### src/rtl/mem_bus_router_pkg.sv
// Shared bus types, router state encoding and the SoC slave address map.
package mem_bus_router_pkg;

    typedef struct packed {
        logic        mem_valid;
        logic        mem_instr;
        logic [3:0]  mem_wstrb;
        logic [31:0] mem_addr;
        logic [31:0] mem_wdata;
    } mem_in_type;

    typedef struct packed {
        logic        mem_ready;
        logic        mem_error;
        logic [31:0] mem_rdata;
    } mem_out_type;

    localparam mem_in_type  init_mem_in  = '0;
    localparam mem_out_type init_mem_out = '0;

    typedef enum logic [2:0] {IDLE, BUSY, DRAIN, REPLAY} router_state_t;

    localparam int NSLV_SOC = 4;
    localparam logic [31:0] slave_base_addr [NSLV_SOC] =
        '{32'h0000_0000, 32'h0000_1000, 32'h0000_2000, 32'h8000_0000};
    localparam logic [31:0] slave_mask_addr [NSLV_SOC] = '{default: 32'h0000_0FFF};

    function automatic int idx_width(input int n);
        return (n > 1) ? $clog2(n) : 1;
    endfunction

endpackage

### src/rtl/mem_bus_router_if.sv
// Bundle of master-side and slave-side bus signals around the router.
interface mem_bus_router_if
    import mem_bus_router_pkg::*;
#(
    parameter int NSLV = 8
);
    mem_in_type               mem_in;
    mem_out_type              mem_out;
    mem_in_type  [NSLV-1:0]   slv_in;
    mem_out_type [NSLV-1:0]   slv_out;
    logic                     busy;
    logic                     err_decode;
    logic                     err_tout;

    // master: the side issuing requests and modelling peripherals
    modport master (
        output mem_in, slv_out,
        input  mem_out, slv_in, busy, err_decode, err_tout
    );

    // slave: the router itself
    modport slave (
        input  mem_in, slv_out,
        output mem_out, slv_in, busy, err_decode, err_tout
    );
endinterface

### src/rtl/mem_bus_router_decode.sv
// Combinational base/mask address decoder; lowest matching slave index wins.
module mem_bus_decode
    import mem_bus_router_pkg::*;
#(
    parameter int          NSLV = 8,
    parameter logic [31:0] BASE_ADDR [NSLV] = '{default: 32'h0},
    parameter logic [31:0] MASK_ADDR [NSLV] = '{default: 32'h0},
    localparam int         IW = idx_width(NSLV)
) (
    input  logic [31:0]   i_addr,
    output logic          o_hit,
    output logic [IW-1:0] o_index,
    output logic [31:0]   o_offset
);

    // Scan downwards so the lowest matching index is the last one written.
    always_comb begin
        o_hit    = 1'b0;
        o_index  = '0;
        o_offset = '0;
        for (int i = NSLV - 1; i >= 0; i--) begin
            if (~|(BASE_ADDR[i] ^ (i_addr & ~MASK_ADDR[i]))) begin
                o_hit    = 1'b1;
                o_index  = IW'(i);
                o_offset = i_addr - BASE_ADDR[i];
            end
        end
    end

endmodule

### src/rtl/mem_bus_router.sv
// N-slave memory bus router: address decode, response return, decode/timeout
// error generation, and draining of late replies with a one-entry request buffer.
module mem_bus_router
    import mem_bus_router_pkg::*;
#(
    parameter int          NSLV      = 8,
    parameter logic [31:0] BASE_ADDR [NSLV] = '{default: 32'h0},
    parameter logic [31:0] MASK_ADDR [NSLV] = '{default: 32'h0},
    parameter int          TIMEOUT   = 1023
) (
    input  logic           clock,
    input  logic           reset,
    mem_bus_router_if.slave bus
);

    localparam int IW = idx_width(NSLV);
    localparam int CW = (TIMEOUT > 0) ? $clog2(TIMEOUT + 1) : 1;
    localparam logic [CW-1:0] LIMIT = (TIMEOUT > 0) ? CW'(TIMEOUT - 1) : '0;
    localparam bit TOUT_EN = (TIMEOUT > 0);

    router_state_t          r_state;
    logic [IW-1:0]          r_sel;
    logic [CW-1:0]          r_cnt;
    mem_in_type             r_buf;
    logic                   r_buf_full;
    mem_out_type            r_mem_out;
    logic                   r_err_decode;
    logic                   r_err_tout;

    logic                   w_live_hit;
    logic [IW-1:0]          w_live_idx;
    logic [31:0]            w_live_off;
    logic                   w_buf_hit;
    logic [IW-1:0]          w_buf_idx;
    logic [31:0]            w_buf_off;
    logic                   w_sel_ready;
    logic                   w_cnt_limit;
    mem_in_type [NSLV-1:0]  w_slv_in;

    mem_bus_decode #(.NSLV(NSLV), .BASE_ADDR(BASE_ADDR), .MASK_ADDR(MASK_ADDR)) u_dec_live (
        .i_addr   (bus.mem_in.mem_addr),
        .o_hit    (w_live_hit),
        .o_index  (w_live_idx),
        .o_offset (w_live_off)
    );

    mem_bus_decode #(.NSLV(NSLV), .BASE_ADDR(BASE_ADDR), .MASK_ADDR(MASK_ADDR)) u_dec_buf (
        .i_addr   (r_buf.mem_addr),
        .o_hit    (w_buf_hit),
        .o_index  (w_buf_idx),
        .o_offset (w_buf_off)
    );

    assign w_sel_ready = bus.slv_out[r_sel].mem_ready;
    assign w_cnt_limit = TOUT_EN && (r_cnt == LIMIT);

    // Requests reach the slave in the cycle they are issued (live) or replayed.
    always_comb begin
        for (int s = 0; s < NSLV; s++) begin
            w_slv_in[s] = init_mem_in;
        end
        if (r_state == IDLE && bus.mem_in.mem_valid && w_live_hit) begin
            w_slv_in[w_live_idx]          = bus.mem_in;
            w_slv_in[w_live_idx].mem_addr = w_live_off;
        end else if (r_state == REPLAY && w_buf_hit) begin
            w_slv_in[w_buf_idx]           = r_buf;
            w_slv_in[w_buf_idx].mem_valid = 1'b1;
            w_slv_in[w_buf_idx].mem_addr  = w_buf_off;
        end
    end

    assign bus.slv_in     = w_slv_in;
    assign bus.mem_out    = (r_state == BUSY && w_sel_ready) ? bus.slv_out[r_sel] : r_mem_out;
    assign bus.busy       = (r_state != IDLE);
    assign bus.err_decode = r_err_decode;
    assign bus.err_tout   = r_err_tout;

    always_ff @(posedge clock or negedge reset) begin
        if (!reset) begin
            r_state      <= IDLE;
            r_sel        <= '0;
            r_cnt        <= '0;
            r_buf        <= init_mem_in;
            r_buf_full   <= 1'b0;
            r_mem_out    <= init_mem_out;
            r_err_decode <= 1'b0;
            r_err_tout   <= 1'b0;
        end else begin
            r_mem_out    <= init_mem_out;
            r_err_decode <= 1'b0;
            r_err_tout   <= 1'b0;
            case (r_state)
                IDLE: begin
                    if (bus.mem_in.mem_valid) begin
                        if (w_live_hit) begin
                            r_sel   <= w_live_idx;
                            r_cnt   <= '0;
                            r_state <= BUSY;
                        end else begin
                            r_mem_out    <= '{mem_ready: 1'b1, mem_error: 1'b1, mem_rdata: 32'h0};
                            r_err_decode <= 1'b1;
                        end
                    end
                end
                BUSY: begin
                    if (w_sel_ready) begin
                        r_state <= IDLE;
                    end else if (w_cnt_limit) begin
                        r_mem_out  <= '{mem_ready: 1'b1, mem_error: 1'b1, mem_rdata: 32'h0};
                        r_err_tout <= 1'b1;
                        r_cnt      <= '0;
                        r_state    <= DRAIN;
                    end else begin
                        r_cnt <= r_cnt + 1'b1;
                    end
                end
                DRAIN: begin
                    // A request arriving on the exit cycle is still captured and replayed.
                    if (bus.mem_in.mem_valid && !r_buf_full) begin
                        r_buf      <= bus.mem_in;
                        r_buf_full <= 1'b1;
                    end
                    if (w_sel_ready || w_cnt_limit) begin
                        r_state <= (r_buf_full || bus.mem_in.mem_valid) ? REPLAY : IDLE;
                    end else begin
                        r_cnt <= r_cnt + 1'b1;
                    end
                end
                REPLAY: begin
                    r_buf_full <= 1'b0;
                    if (w_buf_hit) begin
                        r_sel   <= w_buf_idx;
                        r_cnt   <= '0;
                        r_state <= BUSY;
                    end else begin
                        r_mem_out    <= '{mem_ready: 1'b1, mem_error: 1'b1, mem_rdata: 32'h0};
                        r_err_decode <= 1'b1;
                        r_state      <= IDLE;
                    end
                end
                default: r_state <= IDLE;
            endcase
        end
    end

endmodule

### src/flat_wrapper.sv
// flat-port wrapper written by rule: the top's interface ports become plain ports
module mem_bus_router_flat import mem_bus_router_pkg::*;
#(
    parameter int          NSLV      = 8,
    parameter logic [31:0] BASE_ADDR [NSLV] = '{default: 32'h0},
    parameter logic [31:0] MASK_ADDR [NSLV] = '{default: 32'h0},
    parameter int          TIMEOUT   = 1023
)
  (clock, reset, bus_mem_in, bus_slv_out, bus_mem_out, bus_slv_in, bus_busy, bus_err_decode, bus_err_tout);
  mem_bus_router_if #(.NSLV(NSLV)) bus_i ();
  input  logic clock;
  input  logic reset;
  input wire logic [$bits(bus_i.mem_in)-1:0] bus_mem_in;
  input wire logic [$bits(bus_i.slv_out)-1:0] bus_slv_out;
  output wire logic [$bits(bus_i.mem_out)-1:0] bus_mem_out;
  output wire logic [$bits(bus_i.slv_in)-1:0] bus_slv_in;
  output wire logic [$bits(bus_i.busy)-1:0] bus_busy;
  output wire logic [$bits(bus_i.err_decode)-1:0] bus_err_decode;
  output wire logic [$bits(bus_i.err_tout)-1:0] bus_err_tout;
  assign bus_i.mem_in = bus_mem_in;
  assign bus_i.slv_out = bus_slv_out;
  assign bus_mem_out = bus_i.mem_out;
  assign bus_slv_in = bus_i.slv_in;
  assign bus_busy = bus_i.busy;
  assign bus_err_decode = bus_i.err_decode;
  assign bus_err_tout = bus_i.err_tout;
  mem_bus_router #(.NSLV(NSLV), .BASE_ADDR(BASE_ADDR), .MASK_ADDR(MASK_ADDR), .TIMEOUT(TIMEOUT)) u_core (.clock(clock), .reset(reset), .bus(bus_i));
endmodule
### config.mk
export PLATFORM = sky130hd
export DESIGN_NAME = mem_bus_router_flat
export DESIGN_NICKNAME = d
export VERILOG_FILES = /design/src/rtl/mem_bus_router_pkg.sv /design/src/rtl/mem_bus_router_if.sv /design/src/rtl/mem_bus_router_decode.sv /design/src/rtl/mem_bus_router.sv /design/src/flat_wrapper.sv
export SDC_FILE = /design/constraint.sdc
export NUM_CORES = 1
export LEC_CHECK = 0
export BUFFER_PORTS_ARGS = -buffer_cell sky130_fd_sc_hd__buf_2
export CORE_AREA = 3 3 361 363
export CTS_BUF_LIST = sky130_fd_sc_hd__clkbuf_4 sky130_fd_sc_hd__clkbuf_8 sky130_fd_sc_hd__clkbuf_16
export CTS_CLUSTER_DIAMETER = 100
export DETAILED_ROUTE_END_ITERATION = 8
export DIE_AREA = 0 0 364 366
export SLEW_MARGIN = 25
export SYNTH_ARGS = -nofsm -noshare
export SYNTH_HDL_FRONTEND = slang
export SYNTH_SLANG_ARGS = --single-unit
### constraint.sdc
create_clock -name clock -period 5 [get_ports clock]
set_input_delay 0.25 -clock clock [delete_from_list [all_inputs] [get_ports clock]]
set_output_delay 0.25 -clock clock [all_outputs]
set_load 0.02 [all_outputs]
==> impl.org <==
** Yosys
- Compound-cell area share of the yosys netlist :: 6.88%
- Among all flip-flop cells after synthesis, the most frequent one is dfrtp_1.
- The biggest area contributor in the post-synthesis netlist is buf_4.
- Share of the synthesized netlist area taken by xor and xnor gates :: 0%
- By area, the combinational part of the netlist is dominated by buffers and inverters.
- Seq/Total Area, Yosys :: 26.0%
- Multiplexer fraction of the synthesized cell area :: 10.0%
- Cell types with the largest area share after synthesis :: buf_4, dfrtp_1, mux2_2, a22o_1, and3_1
- Counting flops with a built-in enable in the synthesized netlist gives 0.
- Number of storage elements in the synthesis netlist :: 85
- Of the total synthesized cell area, the portion taken by AND, OR, NAND and NOR gates is under 10%.
- Counting every instance in the synthesized netlist gives roughly 900.
- Mean cell area of the mapped netlist :: just over 9 sq um
- The synthesized netlist devotes 0.917% of its cell area to adder and majority cells.
- Of all flip-flops after synthesis, the portion carrying an async set or reset was 100%.
- The number of different library cells used by synthesis comes to 34.
- Mapped cell area :: 8190 sq um
- The Yosys step of the flow raised 0 warnings.
- Area share of the largest cell type after synthesis :: roughly 48%

** Floorplan
- Initial standard-cell utilization of the core :: 6.43%
- Total die area :: approximately 130,000 sq um
- Placeable core region :: 127,000 sq um
- Site row count :: 131
- In this run the count of I/O pins placed on the die edge is 941.
- Die outline height :: ~370 um
- In this run the horizontal extent of the chip is 364 um.

** Route
- Using the TritonRoute via totals, the vias-per-cell ratio works out to 1.84.
- Number of routed nets with antenna violations :: 0
- In the final routed layout, each cell accounts on average for 8.98 um.
- After detailed routing, the number of remaining DRC violations is 0.
- The first routing iteration left 132 violations.
- Iteration count of the initial detailed-routing pass :: 4
- Via count of the routed design :: 5,007
- Summed over all layers, the routed wires come to ~24 mm.

** Power and ir drop
- Power per unit of standard cell area :: 334 nW/um^2
- In this run the static leakage power is between 4 and 5 nW.
- Worst vdd ir :: 0.360 mV

** Critical path
- The critical path starts at u_core.r_buf[40].
- STA classifies the critical path endpoint as an output port.
- In this design, the stage delay of the slowest critical-path cell is between 0.5 and 0.6 ns.
- For the worst setup path, the data required time is approximately 4.8 ns.
- Internal reg-to-reg setup slack :: 2.19 ns
- Walking the worst path, the cells encountered are nor4_1 > and4_1 > nand3_1 > nor2_4 > buf_16 > a22o_1 > buf_2.
- In this run the worst path has a maximum fanout of 24.
- Slowest-stage cell, CP :: nor4_1
- Worst Path Class, Setup :: flop to output port
- Crit path launch type :: flop
- Arrival time at the worst endpoint :: slightly above 3 ns
- Timing endpoint of the critical path :: bus_slv_in[19]
- In this run the critical register-to-register path is captured at u_core.r_cnt[6].
- In this run the critical register-to-register path is launched from u_core.r_buf[40].
- R2R depth :: 5

** Clock tree
- The clock net in this run drives a total of 85 sinks.
- After clock tree synthesis, the clock-pin slew on the worst setup and hold paths is around 0.070 ns.
- TritonCTS built the clock tree.
- Clock tree synthesis inserted a total of 9 buffers.
- Clk_lat worst skew :: 0.36 ns
- Buffer cell driving the clock tree root :: clkbuf_16
- In this run the deepest clock path goes through 2 buffers.
- Total number of H-tree levels :: 3
- Post-CTS timing repair inserted 0 buffers for setup.

** Flow run
- The tool flagged a number of max-cap violations equal to 0.

** STA
- The number of hold violations in the final report was 0.
- Setup violations remaining at the end of the flow were counted as 0.
- The clock arrives with 0.00806 ns of skew.
- Derived from the worst setup path, the maximum achievable clock frequency is 302 MHz.
- The number of pins exceeding their max-slew limit in the final report is 0.
- Aggregate negative setup slack :: 0 ns
- Slew Limit Headroom :: a little under two fifths
- Least setup slack across all paths after layout :: 1.69 ns
- Post-layout min period :: 3.31 ns
- Of the available clock period, the critical path in the final layout requires between 60% and 70%.
- Setup repair after global routing left no endpoint under its margin.
- Actual slew at the worst max-slew pin :: 0.945 ns

** Global routing
- Vias in the first global route :: 4,386
- Maximum number of pins on one net before global-route repair :: 58
- The first global-routing pass estimated 31.5 mm of wire.
- After global routing the overflow that remains totals 0.
- Initial antenna violation count :: 6
- Global routing used 3.34% of the available tracks.

** Min path
- Worst min-delay path class :: input pin to flop

** Cells and area
- The library cell used most frequently in the layout, excluding fill and tap cells, is conb_1.
- Most frequent cells in the layout :: conb_1, buf_2, dfrtp_1
- The net count of the finished layout is 1,403.
- Compared with the post-synthesis result, the final layout area differs by 15.9%.
- Fraction of layout cells with a size suffix above 1 :: 26.7%

** Placement
- The congestion estimate from routability-driven global placement came to between 0.7 and 0.8.
- During placement, the flow inserted port buffers numbering 180.
- Detailed-placement wirelength estimate :: 21.7 mm
- Pre-CTS setup slack :: between 1.5 and 2 ns

** Run status
- The run finished with clean final reports.
-- worst max-delay path, delay by kind of cell, from the launching register on --
kind	cells	cell delay, ns
AOI/OAI and AO/OA	1	0.22
buffers and inverters	2	0.42
DFF	1	0.38
and+or+nand+nor	4	1.67
-- state kept, by name, summed over array words and instances (netlist names) --
| register | cells |
|---|---|
| u_core.r_state | 2 |
| u_core.r_mem_out | 1 |
| u_core.bus.err_decode | 1 |
| u_core.r_buf_full | 1 |
| u_core.r_cnt | 10 |
| u_core.r_buf | 69 |
| u_core.bus.err_tout | 1 |
-- metal layers --
layer / part of all wire [%] / vias to the layer above / track usage, %
li1: - / 2244 / -
met5: 0 / - / 0
met1: 37 / 2319 / 3.73
met4: 1.3 / 0 / 0.846
met2: 46 / 423 / 5.44
met3: 15 / 21 / 1.89
-- synthesized netlist by cell type (4+ instances only) --
cell type	n
nor4_1	16
o21ai_0	5
o41ai_1	10
clkbuf_1	21
o31ai_1	5
nand2_1	7
a22o_1	38
mux2_2	73
ha_1	6
nor2_1	12
buf_1	6
buf_4	522
and3_1	34
nand3_1	6
dfrtp_1	85
nand2b_1	4
inv_1	8
and4_1	4
-- area by class of cell --
| class | count | area (sq um) |
|---|---|---|
| clock buffers | 11 | 253 |
| repair buffers | 187 | 978 |
| diodes | 1 | 2.50 |
| well taps | 1662 | 2080 |
| fillers | 14900 | 118000 |
| multi-input cells | 762 | 3980 |
| inverters | 8 | 30.0 |
| clock inverters | 5 | 40.0 |
| flip-flops and latches | 85 | 2130 |
-- what timing repair did --
item	CTS	global route
gates resized for setup	0	0
endpoints found under the hold margin	38	0
hold buffers	1	0
-- report_power, final --
| part | total [W] | leakage (nW) | switching [W] | internal, W |
|---|---|---|---|---|
| Sequential | 0.00116 | 1.06 | 0.000166 | 0.000990 |
| Clock | 0.000673 | 0.147 | 0.000304 | 0.000369 |
| Combinational | 0.00134 | 3.41 | 0.000910 | 0.000433 |
-- kinds of logic (layout without fill, tap and decap cells) --
family / Yosys count / count (layout)
buf+inv: 558 / 211
simple gates: 92 / 92
flops: 85 / 85
mux: 73 / 73
compound gates: 69 / 69
fa+ha+maj: 6 / 6
other cells: 1 / 523
-- worst min path at each step --
| stage | startpoint | endpoint | slack, ns | depth (start not counted) |
|---|---|---|---|---|
| floorplan | reset | u_core.bus.err_decode | -0.05 | 0 |
| global placement | reset | u_core.r_buf[3] | 0.26 | 1 |
| detailed placement | reset | u_core.r_buf[3] | 0.26 | 1 |
| CTS | bus_mem_in[5] | u_core.r_buf[5] | 0.1 | 2 |
| global route | bus_mem_in[6] | u_core.r_buf[6] | 0.12 | 2 |
| finish | bus_mem_in[13] | u_core.r_buf[13] | 0.13 | 2 |
-- through the flow --
| stage | utilization (%) | hold slack [ns] | cells | power [W] | instance area [sq um] |
|---|---|---|---|---|---|
| finish | 7.45 | 0.128 | 2721 | 0.00317 | 9490 |
| global route | 7.45 | 0.119 | 2720 | 0.00341 | 9480 |
| CTS | 7.42 | 0.0979 | 2719 | 0.00323 | 9460 |
| detailed placement | 7.19 | 0.256 | 2702 | 0.00254 | 9150 |
| global placement | 7.19 | 0.256 | 2702 | 0.00249 | 9150 |
| floorplan | - | -0.0456 | 1405 | 0.00242 | 10100 |
Power figures use the tool's default switching activity.
